--- src/rtl/ddrphy_dll_update_sched_if.sv ---
// Bundle between the DLL update scheduler and its surroundings: requesters, periodic
// controls and the downstream update-controller handshake.
interface ddrphy_dll_update_sched_if #(
  parameter int NUM_REQ  = 3,
  parameter int PERIOD_W = 16
);
  localparam int ID_W = $clog2(NUM_REQ + 1);

  logic                enable;
  logic [PERIOD_W-1:0] period;
  logic                idle_window;
  logic [NUM_REQ-1:0]  req;
  logic [NUM_REQ-1:0]  ack;
  logic                upd_req;
  logic                upd_ack;
  logic [ID_W-1:0]     grant_id;
  logic                busy;
  logic                timeout_err;

  // master is the PHY environment: requesters, CSR controls and the DLL update controller.
  modport master (
    output enable, period, idle_window, req, upd_ack,
    input  ack, upd_req, grant_id, busy, timeout_err
  );

  modport slave (
    input  enable, period, idle_window, req, upd_ack,
    output ack, upd_req, grant_id, busy, timeout_err
  );
endinterface

--- src/rtl/ddrphy_dll_update_sched.sv ---
// DLL update scheduler: round-robin over external requesters plus a periodic source,
// one update in flight, with a watchdog on the downstream req/ack handshake.
module ddrphy_dll_update_sched #(
  parameter int NUM_REQ  = 3,
  parameter int PERIOD_W = 16,
  parameter int TIMEOUT  = 64
) (
  input  logic rclk,
  input  logic rst_n,
  ddrphy_dll_update_sched_if.slave bus
);

  localparam int ID_W  = $clog2(NUM_REQ + 1);
  localparam int IDX_W = $clog2(NUM_REQ);
  localparam int TMR_W = $clog2(TIMEOUT);

  localparam logic [ID_W-1:0]  PER_ID   = ID_W'(NUM_REQ);
  localparam logic [IDX_W-1:0] LAST_IDX = IDX_W'(NUM_REQ - 1);
  localparam logic [TMR_W-1:0] TMR_LAST = TMR_W'(TIMEOUT - 1);

  typedef enum logic [1:0] {
    S_IDLE,
    S_REQ,
    S_ACK,
    S_DROP
  } state_e;

  state_e              state_q;
  logic [NUM_REQ-1:0]  ack_q;
  logic                upd_req_q;
  logic [ID_W-1:0]     grant_id_q;
  logic                busy_q;
  logic                timeout_err_q;
  logic [IDX_W-1:0]    rr_ptr_q;
  logic [TMR_W-1:0]    timer_q;
  logic [PERIOD_W-1:0] per_cnt_q, per_cnt_d;
  logic                per_pend_q, per_pend_d;

  logic                grant_is_ext;
  logic [IDX_W-1:0]    grant_idx;
  logic [NUM_REQ-1:0]  eligible;
  logic                arb_ext;
  logic [IDX_W-1:0]    arb_idx;
  logic [IDX_W-1:0]    cand;
  logic                per_done;

  assign grant_is_ext = (grant_id_q != PER_ID);
  assign grant_idx    = IDX_W'(grant_id_q);

  // A requester whose ack is still high has already been served and must not win again.
  assign eligible = bus.req & ~ack_q;

  // NOTE: every variable written in an always_comb gets a default on entry, otherwise a
  // path that skips the assignment infers a latch.
  always_comb begin
    arb_ext = 1'b0;
    arb_idx = '0;
    cand    = rr_ptr_q;
    for (int k = 0; k < NUM_REQ; k++) begin
      if (cand == LAST_IDX) begin
        cand = '0;
      end else begin
        cand = cand + 1'b1;
      end
      if (!arb_ext && eligible[cand]) begin
        arb_ext = 1'b1;
        arb_idx = cand;
      end
    end
  end

  assign per_done = (state_q == S_REQ) && bus.upd_ack && !grant_is_ext;

  // Periodic source: free-running interval counter feeding a single, non-accumulating flag.
  always_comb begin
    per_cnt_d  = per_cnt_q;
    per_pend_d = per_pend_q;
    if (per_done) begin
      per_pend_d = 1'b0;
    end
    if (!bus.enable || (bus.period == '0)) begin
      per_cnt_d = '0;
    end else if (per_cnt_q == (bus.period - PERIOD_W'(1))) begin
      per_cnt_d  = '0;
      per_pend_d = 1'b1;
    end else begin
      per_cnt_d = per_cnt_q + PERIOD_W'(1);
    end
  end

  // NOTE: sequential state is written with non-blocking assignments only, so every
  // register samples the pre-edge value of every other register.
  always_ff @(posedge rclk or negedge rst_n) begin
    if (!rst_n) begin
      state_q       <= S_IDLE;
      ack_q         <= '0;
      upd_req_q     <= 1'b0;
      grant_id_q    <= '0;
      busy_q        <= 1'b0;
      timeout_err_q <= 1'b0;
      rr_ptr_q      <= LAST_IDX;
      timer_q       <= '0;
      per_cnt_q     <= '0;
      per_pend_q    <= 1'b0;
    end else begin
      per_cnt_q  <= per_cnt_d;
      per_pend_q <= per_pend_d;

      case (state_q)
        S_IDLE: begin
          if (bus.enable && (arb_ext || (per_pend_q && bus.idle_window))) begin
            state_q   <= S_REQ;
            busy_q    <= 1'b1;
            upd_req_q <= 1'b1;
            timer_q   <= '0;
            if (arb_ext) begin
              rr_ptr_q   <= arb_idx;
              grant_id_q <= ID_W'(arb_idx);
            end else begin
              grant_id_q <= PER_ID;
            end
          end
        end

        S_REQ: begin
          if (bus.upd_ack) begin
            state_q   <= S_ACK;
            upd_req_q <= 1'b0;
            if (grant_is_ext) begin
              ack_q[grant_idx] <= 1'b1;
            end
          end else if (timer_q == TMR_LAST) begin
            state_q       <= S_DROP;
            upd_req_q     <= 1'b0;
            timeout_err_q <= 1'b1;
          end else begin
            timer_q <= timer_q + 1'b1;
          end
        end

        // Four-phase close: the controller must release upd_ack and, for an external
        // grant, the requester must release its req before the next arbitration.
        S_ACK: begin
          if (!bus.upd_ack && (!grant_is_ext || !bus.req[grant_idx])) begin
            state_q <= S_IDLE;
            ack_q   <= '0;
            busy_q  <= 1'b0;
          end
        end

        // Timed-out transaction: no ack, the requester keeps req high and re-arbitrates.
        S_DROP: begin
          if (!bus.upd_ack) begin
            state_q <= S_IDLE;
            busy_q  <= 1'b0;
          end
        end

        default: begin
          state_q   <= S_IDLE;
          ack_q     <= '0;
          upd_req_q <= 1'b0;
          busy_q    <= 1'b0;
        end
      endcase
    end
  end

  assign bus.ack         = ack_q;
  assign bus.upd_req     = upd_req_q;
  assign bus.grant_id    = grant_id_q;
  assign bus.busy        = busy_q;
  assign bus.timeout_err = timeout_err_q;

endmodule
--- src/flat_wrapper.sv ---
// flat-port wrapper written by rule: the top's interface ports become plain ports
module ddrphy_dll_update_sched_flat 
#(
  parameter int NUM_REQ  = 3,
  parameter int PERIOD_W = 16,
  parameter int TIMEOUT  = 64
)
  (rclk, rst_n, bus_enable, bus_period, bus_idle_window, bus_req, bus_upd_ack, bus_ack, bus_upd_req, bus_grant_id, bus_busy, bus_timeout_err);
  ddrphy_dll_update_sched_if #(.NUM_REQ(NUM_REQ), .PERIOD_W(PERIOD_W)) bus_i ();
  input  logic rclk;
  input  logic rst_n;
  input wire logic [$bits(bus_i.enable)-1:0] bus_enable;
  input wire logic [$bits(bus_i.period)-1:0] bus_period;
  input wire logic [$bits(bus_i.idle_window)-1:0] bus_idle_window;
  input wire logic [$bits(bus_i.req)-1:0] bus_req;
  input wire logic [$bits(bus_i.upd_ack)-1:0] bus_upd_ack;
  output wire logic [$bits(bus_i.ack)-1:0] bus_ack;
  output wire logic [$bits(bus_i.upd_req)-1:0] bus_upd_req;
  output wire logic [$bits(bus_i.grant_id)-1:0] bus_grant_id;
  output wire logic [$bits(bus_i.busy)-1:0] bus_busy;
  output wire logic [$bits(bus_i.timeout_err)-1:0] bus_timeout_err;
  assign bus_i.enable = bus_enable;
  assign bus_i.period = bus_period;
  assign bus_i.idle_window = bus_idle_window;
  assign bus_i.req = bus_req;
  assign bus_i.upd_ack = bus_upd_ack;
  assign bus_ack = bus_i.ack;
  assign bus_upd_req = bus_i.upd_req;
  assign bus_grant_id = bus_i.grant_id;
  assign bus_busy = bus_i.busy;
  assign bus_timeout_err = bus_i.timeout_err;
  ddrphy_dll_update_sched #(.NUM_REQ(NUM_REQ), .PERIOD_W(PERIOD_W), .TIMEOUT(TIMEOUT)) u_core (.rclk(rclk), .rst_n(rst_n), .bus(bus_i));
endmodule
--- config.mk ---
export PLATFORM = sky130hd
export DESIGN_NAME = ddrphy_dll_update_sched_flat
export DESIGN_NICKNAME = d
export VERILOG_FILES = /design/src/rtl/ddrphy_dll_update_sched_if.sv /design/src/rtl/ddrphy_dll_update_sched.sv /design/src/flat_wrapper.sv
export SDC_FILE = /design/constraint.sdc
export NUM_CORES = 1
export LEC_CHECK = 0
export ABC_AREA = 0
export CORE_ASPECT_RATIO = 0.75
export CORE_MARGIN = 2
export CORE_UTILIZATION = 25
export CTS_CLUSTER_SIZE = 20
export DETAILED_ROUTE_END_ITERATION = 8
export GPL_TIMING_DRIVEN = 0
export MAX_ROUTING_LAYER = met4
export PLACE_DENSITY = 0.54
export SLEW_MARGIN = 20
export SYNTH_ARGS = -nofsm -noshare
export SYNTH_HDL_FRONTEND = slang
export SYNTH_SLANG_ARGS = --single-unit
--- constraint.sdc ---
create_clock -name rclk -period 4.24 [get_ports rclk]
set_clock_uncertainty 0.1 [all_clocks]
set_input_delay 0.848 -clock rclk [delete_from_list [all_inputs] [get_ports rclk]]
set_output_delay 0.848 -clock rclk [all_outputs]
set_load 0.02 [all_outputs]
Word-level counts from Yosys, hierarchy flattened --
Index checks and enable logic that the tools add are counted.
Operators by class: $lt $le $gt $ge 5, mux-type cells 46, bitwise logic cells 4, $add $sub $neg 6, reduce and logical (&&, ||, !) cells 30, equality and inequality tests 17
Operators by type and width (count):
- two-way mux 16 bit | 2
- two-way mux 2 bit | 12
- two-way mux 6 bit | 3
- adder 16 x 1 -> 16 bit (second input constant) | 1
- == test 16 bit | 1
- zero test 16 bit | 1
- two-way mux 1 bit | 16
- AND reduction 4 bit | 4
- subtractor 16 x 1 -> 16 bit (second input constant) | 1
- less-than comparator 2 x 3 -> 1 bit (second input constant) | 4
- case mux 6 bit (2 select lines) | 1
- == test 2 bit (second input constant) | 5
- != test 2 bit (second input constant) | 5
- two-way mux 3 bit | 3
- AND reduction 3 bit | 3
- binary-select mux 1 bit (select 2 bit) | 4
- logical AND 1 bit | 8
- case mux 2 bit (4 select lines) | 1
- adder 2 x 1 -> 2 bit (second input constant) | 3
- adder 6 x 1 -> 6 bit (second input constant) | 1
- == test 6 bit (second input constant) | 1
- zero test 1 bit | 6
- != test 2 x 1 -> 1 bit (second input constant) | 3
- case mux 3 bit (2 select lines) | 1
- 15 further kinds | 18
Storage, ports and cells: output and inout bits 8, register bits after elaboration 35, logic and storage cells 118, bits of input ports 24

Logic depth before layout (Yosys ltp) --
word-level depth 15, gate-level depth with buffers 11, depth with buffers taken out 8

Least setup slack after synthesis --
Ideal clock, no wire load.
path type in2reg, start input bus_period[0], end register u_core.per_cnt_q[6], arrival 2969 ps, setup slack 1093 ps, buffers on the path 2, stages on the path 10, library setup time 77 ps, required time 4063 ps, cells stage by stage inv_1 > ha_1 > or4b_1 > buf_2 > nor4_4 > mux2_4 > a211oi_2 > nor3b_4 > buf_6 > a21oi_1
On the way: word-level cells in the longest chain between the ends 4, elaborated cells between the ends (all ways) 6, classes of those cells add/sub (1); eq/ne (1); mux (2); reduce/logical (2)
Ends and longest elaborated chain:
- start: declaration | RTL line flat_wrapper.sv:13 | input wire logic [$bits(bus_i.period)-1:0] bus_period;
- subtractor 16 x 1 -> 16 bit | RTL line ddrphy_dll_update_sched.sv:83 | end else if (per_cnt_q == (bus.period - PERIOD_W'(1))) begin
- == test 16 bit | RTL line ddrphy_dll_update_sched.sv:83
- two-way mux 16 bit | RTL line ddrphy_dll_update_sched.sv:83
- two-way mux 16 bit * | RTL line ddrphy_dll_update_sched.sv:81 | if (!bus.enable || (bus.period == '0)) begin
- net u_core.per_cnt_d[6] | RTL line ddrphy_dll_update_sched.sv:36 | logic [PERIOD_W-1:0] per_cnt_q, per_cnt_d;
- end signal: assignment | RTL line ddrphy_dll_update_sched.sv:106 | per_cnt_q <= per_cnt_d;
- end: declaration | RTL line ddrphy_dll_update_sched.sv:36
Mark *: on every way through the listed nets, which the timed path passes. The rest lies on a longest branch. A chain may end at the register's enable or synchronous reset.

Worst setup path in the final report --
start input bus_period[0], end register u_core.per_cnt_q[11]
Same word-level chain as after synthesis.

==> impl_metrics.json <==
{
  "timing.fmax_mhz": 264,
  "highest_layer": "met4",
  "ir_drop_uv": 183,
  "wl_met2_um": 2410,
  "portBuffers": 31,
  "met3_length_um": 215,
  "grt.overflow.total": 0,
  "synthFlopType": "dfrtp_1",
  "path_clk_slew_ns": 0.06,
  "clock_sinks": 35,
  "crit_fanout": 10,
  "rsz0062_at_grt": "false",
  "place.gp.congestion": 0.775,
  "start_util_pct": 26.1,
  "yosys-top-cells-count": "dfrtp_1, nand2_1, a21oi_1, nor2_1, xnor2_1",
  "core_region_area_mm2": 0.00920,
  "synth-edff-count": 0,
  "tightest_slew_ns": 0.847,
  "grt_first_pass_wirelength_um": 9380,
  "hold_viol_final": 0,
  "drc_errors": 0,
  "finalCritPeriodShare_pct": 89.2,
  "yosysTopAreaCell": "dfrtp_1",
  "setup_tns_ns": 0,
  "fill_cells": 933,
  "dpl_cell_area_mm2": 0.00288,
  "crit_type": "primary input to flop",
  "yosysWarningCount": 0,
  "ant_nets": 0,
  "syn_inst": 273,
  "ys_ff_latch": 35,
  "setup-violations-final": 0,
  "dieWidth_um": 117,
  "regArea_um2": 877,
  "die-area_mm2": 0.0104,
  "totalWireLength_um": 5700,
  "start_kind": "primary input",
  "end_kind": "flop",
  "post_cts_resized": 0,
  "area_delta_synth_final_pct": 27.5,
  "hold_path_class": "primary input to async pin",
  "grt_start_max_net_pins": 30,
  "syn-cell-area_mm2": 0.00240,
  "wirelength_met1_um": 3050,
  "syn_avg_cell_area_um2": 8.78,
  "synth_top_area_share_pct": 35.5,
  "r2r_cells": 9,
  "fin_crit_ns": 3.78,
  "multi_input_area_mm2": 0.00144,
  "synth_area_leaders": "dfrtp_1, xnor2_1, a21oi_1",
  "stdcell_count": 441,
  "grt_pass1_vias": 1880,
  "ys_types": 54,
  "clockRootBuffer": "clkbuf_16",
  "die_h_um": 88.8,
  "cts_setup_buffers": 0,
  "track_usage_pct": 11.8,
  "clk_path_buf_depth": 2,
  "dp_hpwl_um": 4390,
  "antenna_cells": 0,
  "wl_per_cell_um": 12.9,
  "fin_nets": 339,
  "leakagePower_nw": 1.23,
  "num_io_pins": 32,
  "place_inst": 433,
  "dr_total_vias": 2047,
  "rows": 30,
  "drv_cap": 0,
  "cts_buffers": 5,
  "arrival_ns": 3.83,
  "via_per_inst": 4.64,
  "firstDrtPassIters": 4,
  "cts_tree": "built",
  "final_max_slew_viol_count": 0,
  "antenna_found_initial": 0,
  "ys_seq_area_share_pct": 36.6,
  "yosysMostFrequentCell": "dfrtp_1",
  "clk_latency_ns": 0.27,
  "max_slew_margin_pct": 43.1,
  "power_density_mw_per_mm2": 422,
  "postCtsHoldBufs": 0,
  "synth_nets": 300,
  "htree_levels": 2,
  "synthArstFlopShare_pct": 100,
  "outcome": "complete, no violations",
  "first_iter_violations": 89,
  "finalInstanceArea_mm2": 0.00306,
  "required_ns": 4.29,
  "layout-drive-gt1-share_pct": 9.58
}
==> state kept, by name (all words and copies together) (netlist names) <==
signal,flops
u_core.bus.upd_req,1
u_core.per_pend_q,1
u_core.state_q,2
u_core.per_cnt_q,16
u_core.rr_ptr_q,2
u_core.bus.busy,1
u_core.bus.ack,3
u_core.bus.timeout_err,1
u_core.timer_q,6
u_core.bus.grant_id,2
==> kinds of logic after synthesis <==
family                   count (synthesis)  share of synthesized area (%)
XOR/XNOR                                34                           12.4
multiplexers                             6                           2.82
AO/OA/AOI/OAI                           57                           15.4
buffers and inverters                   18                           3.34
AND/OR/NAND/NOR                        120                           27.9
adder cells (fa/ha/maj)                  3                           1.57
flip-flops                              35                           36.6
==> worst max-delay path, stage by stage <==
cell and delay (ns):
clkdlybuf4s50_1 0.54, inv_1 0.11, ha_1 0.30, or4b_1 0.45, buf_2 0.18, nor2_1 0.23
a21oi_1 0.13, nor4b_1 0.33, and2_1 0.17, buf_2 0.19, buf_2 0.25, a21oi_1 0.10
==> placed cells by master (no fill, tap or decap), types with 3 or more instances in the layout <==
cell type and count:
clkbuf_1 4, nor3_1 8, and3_1 4, xor2_1 12
clkdlybuf4s50_1 30, dfrtp_1 34, o21a_1 4, a31o_2 3
inv_1 9, nor3b_1 3, ha_1 3, a21oi_1 23
and2_1 3, clkbuf_16 5, mux2i_1 3, nor2_1 23
nand2b_1 9, nand4_1 8, buf_2 5, nand2_1 30
xnor2_1 22, nand3_1 5, or3_1 3, nor2b_1 6
o21ai_0 8, a21o_1 3
==> worst paths after layout <==
check                                        from                     end  slack (ns)
setup / recovery                    bus_period[0]    u_core.per_cnt_q[11]        0.46
hold / removal                              rst_n         u_core.bus.busy        0.32
setup reg to reg              u_core.per_cnt_q[3]    u_core.per_cnt_q[11]        1.93
hold reg to reg            u_core.bus.timeout_err  u_core.bus.timeout_err        0.36
max in group asynchronous                   rst_n      u_core.rr_ptr_q[1]        3.23
min in group rclk          u_core.bus.timeout_err  u_core.bus.timeout_err        0.36
==> cell type report <==
class,count,area share (%)
inverters,9,1.11
clock buffers,6,4.54
flip-flops and latches,35,28.7
multi-input cells,220,47.1
repair buffers,32,10.6
clock inverters,2,1.15
plain buffers,9,1.51
well taps,128,5.24
==> where the power goes <==
group	internal (mW)	total, mW	switching, mW
Combinational	0.194	0.385	0.191
Sequential	0.404	0.476	0.0719
Clock	0.292	0.428	0.136
Total	0.891	1.29	0.399
==> per-stage QoR <==
| step | total power [mW] | util, % | hold WS [ns] | worst slack, ns |
|---|---|---|---|---|
| after CTS | 1.30 | 33.2 | 0.322 | 0.430 |
| final | 1.29 | 33.2 | 0.317 | 0.456 |
| after global routing | 1.37 | 33.2 | 0.321 | 0.203 |
| after detailed placement | 0.871 | 31.3 | 0.344 | 0.155 |
| after floorplan | 0.708 | - | 0.372 | 1.09 |
| after global placement | 0.865 | 31.2 | 0.341 | 0.189 |
==> layer usage <==
| metal | track usage [%] | vias up |
|---|---|---|
| met5 | - | - |
| met3 | 2.53 | 2 |
| met4 | 1.39 | 0 |
| li1 | - | 1046 |
| met2 | 16.6 | 29 |
| met1 | 17.8 | 970 |
Note: power is estimated with default switching activity, not from simulation.
